--- src/rtl/freqdiv_pkg.sv ---
// Shared constants and helpers for the programmable clock divider.
package freqdiv_pkg;

  localparam logic [1:0] MODE_HALF  = 2'd0;
  localparam logic [1:0] MODE_PULSE = 2'd1;
  localparam int         MIN_DIV    = 2;

  // ceil(v/2) computed with one extra bit so the +1 cannot overflow
  function automatic logic [31:0] half_up(input logic [31:0] v);
    logic [32:0] s;
    s = {1'b0, v} + 33'd1;
    return s[32:1];
  endfunction

endpackage

--- src/rtl/freqdiv_halfcyc.sv ---
// Half-cycle retime flop: captures d on the falling edge, cleared while rst is high.
module freqdiv_halfcyc (
  input  logic clkin,
  input  logic rst,
  input  logic d,
  output logic q
);

  always_ff @(negedge clkin) begin
    if (rst) q <= 1'b0;
    else     q <= d;
  end

endmodule

--- src/rtl/freqdiv_prog.sv ---
// Programmable divider: 50% duty (even/odd) or pulse output, shadowed divisor
// adopted at period boundaries, and a stop that completes the running period.
module freqdiv_prog
  import freqdiv_pkg::*;
#(
  parameter int W       = 8,
  parameter int DEF_DIV = 4
) (
  input  logic         clkin,
  input  logic         rst,
  input  logic         en,
  input  logic [W-1:0] n,
  input  logic         load,
  input  logic [1:0]   mode,
  output logic         clkout,
  output logic         tick,
  output logic         active,
  output logic         n_err
);

  logic [W-1:0] pc_reg, pc_next;
  logic [W-1:0] n_act_reg, n_act_next;
  logic [W-1:0] n_pend_reg, n_pend_next;
  logic [1:0]   mode_act_reg, mode_act_next;
  logic         active_reg, active_next;
  logic         pos_hi_reg, pos_hi_next;
  logic         tick_reg, tick_next;
  logic         load_pend_reg, load_pend_next;
  logic         n_err_reg, n_err_next;
  logic         neg_hi;
  logic         load_ok, load_bad, wrap;
  logic [W:0]   pc_inc, half_n;

  assign load_ok  = load && (n >= W'(MIN_DIV));
  assign load_bad = load && !load_ok;
  // n_act is never below 2, so n_act-1 cannot underflow
  assign wrap     = active_reg && (pc_reg == n_act_reg - W'(1));
  assign pc_inc   = {1'b0, pc_reg} + (W+1)'(1);
  assign half_n   = (W+1)'(half_up(32'(n_act_reg)));

  always_comb begin
    pc_next        = pc_reg;
    n_act_next     = n_act_reg;
    n_pend_next    = n_pend_reg;
    mode_act_next  = mode_act_reg;
    active_next    = active_reg;
    pos_hi_next    = pos_hi_reg;
    tick_next      = 1'b0;
    load_pend_next = load_pend_reg;
    n_err_next     = n_err_reg;

    if (load_ok) begin
      n_pend_next    = n;
      load_pend_next = 1'b1;
      n_err_next     = 1'b0;
    end else if (load_bad) begin
      n_err_next = 1'b1;
    end

    if (!active_reg || wrap) begin
      // Boundary (or idle): adopt a divisor latched in an earlier cycle only
      if (load_pend_reg) begin
        n_act_next = n_pend_reg;
        if (!load_ok) load_pend_next = 1'b0;
      end
      pc_next = '0;
      if (en) begin
        active_next   = 1'b1;
        pos_hi_next   = 1'b1;
        tick_next     = 1'b1;
        mode_act_next = mode;
      end else begin
        active_next = 1'b0;
        pos_hi_next = 1'b0;
      end
    end else begin
      pc_next     = pc_inc[W-1:0];
      pos_hi_next = (mode_act_reg == MODE_PULSE) ? 1'b0 : (pc_inc < half_n);
    end
  end

  always_ff @(posedge clkin) begin
    if (rst) begin
      pc_reg        <= '0;
      n_act_reg     <= W'(DEF_DIV);
      n_pend_reg    <= W'(DEF_DIV);
      mode_act_reg  <= MODE_HALF;
      active_reg    <= 1'b0;
      pos_hi_reg    <= 1'b0;
      tick_reg      <= 1'b0;
      load_pend_reg <= 1'b0;
      n_err_reg     <= 1'b0;
    end else begin
      pc_reg        <= pc_next;
      n_act_reg     <= n_act_next;
      n_pend_reg    <= n_pend_next;
      mode_act_reg  <= mode_act_next;
      active_reg    <= active_next;
      pos_hi_reg    <= pos_hi_next;
      tick_reg      <= tick_next;
      load_pend_reg <= load_pend_next;
      n_err_reg     <= n_err_next;
    end
  end

  freqdiv_halfcyc u_halfcyc (
    .clkin (clkin),
    .rst   (rst),
    .d     (pos_hi_reg),
    .q     (neg_hi)
  );

  // Odd divisors stretch the low phase by half a cycle via the negedge copy
  always_comb begin
    if (mode_act_reg == MODE_PULSE) clkout = pos_hi_reg;
    else if (n_act_reg[0])          clkout = pos_hi_reg & neg_hi;
    else                            clkout = pos_hi_reg;
  end

  assign tick   = tick_reg;
  assign active = active_reg;
  assign n_err  = n_err_reg;

endmodule
--- config.mk ---
export PLATFORM = sky130hd
export DESIGN_NAME = freqdiv_prog
export DESIGN_NICKNAME = d
export VERILOG_FILES = /design/src/rtl/freqdiv_pkg.sv /design/src/rtl/freqdiv_halfcyc.sv /design/src/rtl/freqdiv_prog.sv
export SDC_FILE = /design/constraint.sdc
export NUM_CORES = 1
export LEC_CHECK = 0
export ABC_AREA = 1
export CAP_MARGIN = 20
export CORE_ASPECT_RATIO = 1.4
export CORE_UTILIZATION = 50
export CTS_BUF_LIST = sky130_fd_sc_hd__clkbuf_4 sky130_fd_sc_hd__clkbuf_8
export DETAILED_ROUTE_END_ITERATION = 6
export PLACE_DENSITY = 0.73
export SLEW_MARGIN = 20
export SYNTH_ARGS = -nofsm -noshare
export SYNTH_HDL_FRONTEND = slang
export SYNTH_SLANG_ARGS = --single-unit
--- constraint.sdc ---
create_clock -name clkin -period 2.45 [get_ports clkin]
set_input_delay 0.6125 -clock clkin [delete_from_list [all_inputs] [get_ports clkin]]
set_output_delay 0.6125 -clock clkin [all_outputs]
set_load 0.005 [all_outputs]
Word-level counts from Yosys, hierarchy flattened
Cells that the tools add are included.

cells by class
  equality and inequality tests = 2
  reduce and logical (&&, ||, !) cells = 11
  multiplexer cells = 9
  magnitude comparators = 2
  add/sub/neg operators = 3
  bitwise logic cells = 2

operators by type and width
  cell                   number
  $add A8 B1 Y9 const B  2
  $lt A9 B8 Y1           1
  $mux W1                9
  $eq A8 B8 Y1           1
  $ge A8 B2 Y1 const B   1
  $sub A8 B1 Y8 const B  1
  $reduce_or A2 Y1       3
  $reduce_and A2 Y1      2
  $logic_and A1 B1 Y1    3
  $eq A2 B1 Y1 const B   1
  $logic_not A1 Y1       2
  $and A1 B1 Y1          1
  $logic_or A1 B1 Y1     1
  $not A1 Y1             1

storage, ports and cells
  input port bits = 14
  register bits = 32
  logic and storage cells = 39

Depth between registers and ports, before layout
Gate-level depths: netlist (run 1).

  word-level depth = 6
  depth in mapped cells = 16

Modules after synthesis
From an unflattened synthesis (run 1), not the netlist that was laid out.

second synthesis, totals
  cell total of the unflattened synthesis = 286
  area total of the unflattened synthesis = 1923.1 µm²

modules (own cells, without submodules)
  module           seq. area each (µm²)  area each (µm²)  times used  cells an instance
  freqdiv_prog     620.6                 1889.3           1           282
  freqdiv_halfcyc  20.0                  33.8             1           4

==> run_results.csv, run 1 <==
group,metric,value,unit
grt,overflow,0,
worst_setup_path,reg2reg_setup_slack,0.09,ns
synth,postSynth.asyncResetShare,0,%
worst_setup_path,r2r-start,"n_act_reg[2]$_SDFFE_PP1P_",
synth,synth_ff_type,"dfxtp_1",
grt,grt_max_degree,24,
worst_setup_path,r2r-end,"pos_hi_reg$_SDFF_PP0_",
synth,synth_area,0.00194,sq mm
worst_setup_path,path_max_fanout,1,
floorplanning,dieArea,0.00414,sq mm
clock_tree,clkSinkCount,32,
placed_design,place_ws,-0.315,ns
floorplanning,die_width,54.6,um
drt,ant_nets,0,
power,pwr_density_cell,546,mW/mm^2
worst_setup_path,path_cells,"nor3_2 > nor2_1 > buf_2",
sta,relSlewSlack,63.1,%
drt,vias,1775,
floorplanning,start_util,52.8,%
sta,drv_slew,0,
sta,fin_skew,0.0572,ns
synth,yosys_warnings,0,
synth,synthDistinctLibCells,27,
layout,regArea,641,sq um
layout,nFillCells,374,
placed_design,dp_hpwl,3.07,mm
sta,finalHoldViolCount,0,
clock_tree,h-tree-depth,2,
synth,syn_nets,314,
drt,dr.first_iter.drc_count,41,
grt,grt_pass1_vias,1638,
drt,wire_per_inst,11.0,um
layout,final_nets,340,
synth,yosysSeqAreaShare,33.0,%
clock_tree,cts_tree,"done",
grt,grt_util_all_layers,22.7,%
power,p_leak,1.08,nW
worst_setup_path,cpPeakStageDelay,0.29,ns
layout,final_util,61.6,%
layout,drive_above_1_share,11.4,%
floorplanning,rows,26,
clock_tree,cts-root-buf,"clkbuf_8",
grt,grt_antenna_before_repair,0,
sta,worstMarginPinSlew,0.552,ns
clock_tree,hold_buffers,0,
drt,drc,0,
synth,synth_cells,290,
drt,viasPerCell,4.94,
worst_setup_path,worstPathArrival,2.15,ns
worst_hold_path,holdCritStartpoint,"n_pend_reg[4]$_SDFFE_PP0P_",
layout,area_growth,16.8,%
drt,drtPass1Iterations,4,
placed_design,gp_congestion,0.907,
synth,synth_enable_flop_cells,0,
sta,rsz0062_at_grt,"true",
worst_setup_path,start_kind,"register",
worst_setup_path,reg2reg_depth,14,
drt,wl,3.95,mm
worst_hold_path,holdPathEnd,"n_pend_reg[4]$_SDFFE_PP0P_",
synth,ys_seq_elements,32,
sta,fin_ws,-0.314,ns
clock_tree,clk_latency,0.33,ns
worst_hold_path,holdCritPathClass,"register to register",
sta,finalSetupTns,-0.314,ns
worst_hold_path,min_path_cells,2,
worst_setup_path,critPathCaptureType,"primary output",
worst_setup_path,path_class,"register to primary output",
worst_setup_path,slowest_stage,"dfxtp_1",
run_status,violations,"setup timing",
clock_tree,cts_buffer_depth,2,
clock_tree,numCtsBuffers,5,
layout,n_antenna_cell,0,
layout,multi_input_area,0.00103,sq mm
placed_design,io_buffers,17,
run_status,status,"finished, violations left",
clock_tree,clkTransAtPathRegs,0.06,ns
power,vdd_drop_max,0.461,mV
grt,grt_first_pass_wirelength,6.90,mm
sta,setup_viol,1,
run,drv_cap,0,
floorplanning,num_io_pins,18,
clock_tree,cts_setup_buffers,0,
synth,synth_area_per_cell,6.69,sq um
worst_setup_path,cp_top_family,"flip-flops",
worst_setup_path,critPathRequiredTime,1.84,ns
floorplanning,coreArea,0.00368,sq mm
floorplanning,dieHeight,75.7,um
worst_setup_path,path_buf_inv,1,
==> what timing repair did <==
action	in CTS	in global routing
resized for setup	4	1
pin swaps	2	2
setup endpoints to repair	1	2
==> placed cells by master (no fill, tap or decap) <==
cell,Yosys,layout
nand2_1,60,60
inv_1,47,47
nor2_1,40,40
dfxtp_1,32,32
nand3_1,28,28
clkdlybuf4s50_1,0,16
a21oi_1,14,14
buf_4,1,11
ha_1,10,10
xor2_1,9,9
xnor2_1,5,5
o21ai_0,5,5
nor2_2,5,5
o22ai_1,5,5
clkbuf_8,0,5
inv_2,3,3
nand4_1,3,3
nor3_1,4,3
nand2_2,3,3
clkbuf_4,0,3
a21o_1,2,2
clkinv_4,1,1
nor3_2,0,1
o21ai_1,1,1
nand3_2,1,1
nand2_4,1,1
clkinv_1,1,1
a21oi_2,1,1
buf_2,2,1
==> report_power, final <==
group	switching [mW]	internal, mW
logic	0.134	0.107
registers	0.0230	0.550
clock network	0.187	0.237
==> metal layers <==
layer,vias up,global-route usage (%),part of all wire [%]
li1,945,-,-
met1,806,26.8,44
met2,22,41.1,54
met3,2,2.99,2.1
met4,0,6.84,0.53
met5,-,0,0
==> cell type report <==
type / count / area share, %
Tap cell: 42 / 2.32
Timing Repair Buffer: 28 / 10.9
Clock buffer: 8 / 4.03
Clock inverter: 1 / 0.166
Sequential cell: 32 / 28.3
Multi-Input combinational cell: 197 / 45.6
Inverter: 51 / 8.67
==> worst max path at each step <==
stage                           startpoint     end  slack (ns)  cells after the start
finish              u_halfcyc.q$_SDFF_NP0_  clkout       -0.31                      3
global route        u_halfcyc.q$_SDFF_NP0_  clkout       -0.36                      3
CTS                 u_halfcyc.q$_SDFF_NP0_  clkout       -0.37                      3
detailed placement  u_halfcyc.q$_SDFF_NP0_  clkout       -0.31                      3
global placement    u_halfcyc.q$_SDFF_NP0_  clkout       -0.32                      3
floorplan           u_halfcyc.q$_SDFF_NP0_  clkout        0.12                      2
==> cells in the mapped netlist (3+ instances only) <==
| library cell | n | share of area (%) |
|---|---|---|
| nor2_2 | 5 | 1.6 |
| o21ai_0 | 5 | 1.3 |
| nand2_2 | 3 | 0.97 |
| o22ai_1 | 5 | 1.6 |
| nand3_1 | 28 | 7.2 |
| a21oi_1 | 14 | 3.6 |
| ha_1 | 10 | 6.5 |
| nor3_1 | 4 | 1.0 |
| nand2_1 | 60 | 12 |
| dfxtp_1 | 32 | 33 |
| nor2_1 | 40 | 7.7 |
| inv_1 | 47 | 9.1 |
| buf_6 | 4 | 2.3 |
| nand4_1 | 3 | 0.97 |
| inv_2 | 3 | 0.58 |
| xnor2_1 | 5 | 2.3 |
| xor2_1 | 9 | 4.1 |
==> per-stage QoR <==
stage                     cells  hold WS, ns  power (mW)  instance area (sq um)
after CTS                   359        0.475        1.25                   2260
after floorplan             290        0.449       0.759                   1940
after global routing        359        0.500        1.31                   2270
final                       359        0.477        1.24                   2270
after detailed placement    351        0.463       0.830                   2170
after global placement      351        0.461       0.825                   2170
==> tightest hold or removal path: stages (launching register included) <==
cell	delay, ns
dfxtp_1	0.30
inv_1	0.06
o22ai_1	0.07
==> logic make-up after synthesis <==
family	share of synthesized area, %
xor+xnor	6.32
compound gates	8.00
fa+ha+maj	6.45
simple gates	32.3
buf+inv	13.9
flops	33.0
Power figures use the tool's default switching activity.
==> run 2, diff against run 1 <==
--- a/config.mk
+++ b/config.mk
@@ -9,7 +9,6 @@
 export CAP_MARGIN = 20
 export CORE_ASPECT_RATIO = 1.4
 export CORE_UTILIZATION = 50
-export CTS_BUF_LIST = sky130_fd_sc_hd__clkbuf_4 sky130_fd_sc_hd__clkbuf_8
 export DETAILED_ROUTE_END_ITERATION = 6
 export PLACE_DENSITY = 0.73
 export SLEW_MARGIN = 20
==> run_results.csv, run 2 (same netlist as run 1, synthesis figures left out) <==
group,metric,value,unit
run_status,status,"finished, violations left",
run_status,violations,"setup timing",
worst_setup_path,start_kind,"register",
layout,n_antenna_cell,0,
worst_setup_path,critPathRequiredTime,1.84,ns
grt,grt_max_degree,24,
drt,ant_nets,0,
floorplanning,rows,26,
grt,grt.busiest_layer,"met2",
clock_tree,cts_tree,"done",
drt,drtPass1Iterations,4,
grt,grt_util_all_layers,22.7,%
worst_setup_path,path_class,"register to primary output",
grt,grt_first_pass_wirelength,6.84,mm
floorplanning,dieArea,0.00414,sq mm
clock_tree,hold_buffers,0,
worst_setup_path,path_cells,"nor3_2 > nor2_1 > buf_2",
worst_setup_path,path_max_fanout,1,
power,p_int,861,uW
worst_setup_path,critPathCaptureType,"primary output",
grt,overflow,0,
sta,finalHoldViolCount,0,
clock_tree,h-tree-depth,2,
floorplanning,num_io_pins,18,
sta,worstMarginPinSlew,0.552,ns
floorplanning,die_width,54.6,um
layout,layout_commonest_cell,"nand2_1",
worst_setup_path,cp_top_family,"flip-flops",
clock_tree,numCtsBuffers,5,
grt,grt_antenna_before_repair,0,
clock_tree,cts_setup_buffers,0,
floorplanning,start_util,52.8,%
power,vdd_drop_max,0.463,mV
layout,drive_above_1_share,10.4,%
power,p_seq_share,47.5,%
placed_design,io_buffers,17,
grt,grt_pass1_vias,1635,
grt,grt_util_met3,3.59,%
sta,rsz0062_at_grt,"true",
sta,fin_ws,-0.315,ns
sta,drv_slew,0,
power,pwr_density_cell,535,mW/mm^2
clock_tree,clkTransAtPathRegs,0.06,ns
run,drv_cap,0,
layout,final_cell_mix,"nand2_1, inv_1, nor2_1",
worst_setup_path,slowest_stage,"dfxtp_1",
power,comb_power_share,20.0,%
power,p_leak,1.07,nW
floorplanning,coreArea,0.00368,sq mm
worst_hold_path,holdCritPathClass,"register to register",
power,finalPower,1.21,mW
drt,vias,1766,
layout,nFillCells,374,
drt,wire_per_inst,11.0,um
grt,met1_usage,26.7,%
drt,dr.first_iter.drc_count,47,
worst_setup_path,path_buf_inv,1,
drt,wl,3.94,mm
sta,setup_viol,1,
power,switching_power,345,uW
power,p_sw_share,28.6,%
clock_tree,clkSinkCount,32,
clock_tree,cts-root-buf,"clkbuf_8",
placed_design,gp_congestion,0.907,
worst_setup_path,cpPeakStageDelay,0.29,ns
sta,relSlewSlack,63.1,%
placed_design,postPlaceCellArea,0.00217,sq mm
clock_tree,cts_buffer_depth,2,
worst_setup_path,worstPathArrival,2.15,ns
sta,fin_skew,0.0566,ns
floorplanning,dieHeight,75.7,um
power,pwr-share-clk,32.5,%
drt,viasPerCell,4.92,
layout,fin_area,0.00225,sq mm
placed_design,dp_hpwl,3.07,mm
drt,drc,0,
clock_tree,clk_latency,0.33,ns
layout,area_growth,16.3,%
layout,final_nets,340,
grt,met2_usage,40.3,%
run 2: changes by cell type in the layout (fill, tap and decap cells not counted):
| cell | previous run | this run |
|---|---|---|
| clkbuf_4 | 3 | 0 |
| clkbuf_1 | 0 | 3 |
run 2: path summary, 6_finish.rpt:
check / startpoint / to / slack [ns] / depth (start not counted)
worst max-delay path: u_halfcyc.q$_SDFF_NP0_ / clkout / -0.32 / 3
worst min-delay path: n_pend_reg[4]$_SDFFE_PP0P_ / n_pend_reg[4]$_SDFFE_PP0P_ / 0.48 / 2
worst max register to register: n_act_reg[2]$_SDFFE_PP1P_ / pos_hi_reg$_SDFF_PP0_ / 0.09 / 14
worst min register to register: n_pend_reg[4]$_SDFFE_PP0P_ / n_pend_reg[4]$_SDFFE_PP0P_ / 0.48 / 2
run 2: layout make-up:
cell class                      instances  area, sq um  share of cell area (%)
Tap cell                               42         52.6                    2.33
Inverter                               51          196                    8.71
Sequential cell                        32          641                    28.4
Clock buffer                            8         80.1                    3.55
Clock inverter                          1         3.75                   0.166
Timing Repair Buffer                   28          248                    11.0
Multi-Input combinational cell        197         1030                    45.8
run 2: layer usage:
metal,vias up,share of wire (%),routed length (um)
met1,791,43,1700
met4,0,0.97,38
met3,4,2.3,92
li1,944,-,-
met5,-,0,0
met2,27,53,2100
run 2: worst min-delay path, cell delays in order (launching register included):
cell,delay (ns)
dfxtp_1,0.30
inv_1,0.06
o22ai_1,0.07
run 2: timing repair:
| item | 4_1_cts | 5_1_grt |
|---|---|---|
| setup endpoints to repair | 1 | 2 |
| pin swaps | 2 | 2 |
| gates resized for setup | 4 | 1 |
run 2: stage by stage:
step                      hold WS [ns]  std cells  util (%)  setup TNS, ns  worst slack (ns)
after detailed placement         0.463        351      59.2         -0.347            -0.315
after global placement           0.461        351      59.2         -0.334            -0.316
after floorplan                  0.449        290         -              0             0.124
final                            0.476        359      61.3         -0.315            -0.315
after global routing             0.499        359      61.3         -0.490            -0.358
after CTS                        0.475        359      61.2         -0.369            -0.369
run 2: power by group through the flow:
stage / clock, mW / sequential [mW] / combinational [mW]
6_report: 0.392 / 0.572 / 0.242
4_1_cts: 0.403 / 0.572 / 0.241
5_1_grt: 0.423 / 0.577 / 0.275
3_3_place_gp: 0.00511 / 0.582 / 0.237
2_1_floorplan: 0.00511 / 0.576 / 0.179
3_5_place_dp: 0.00511 / 0.584 / 0.241
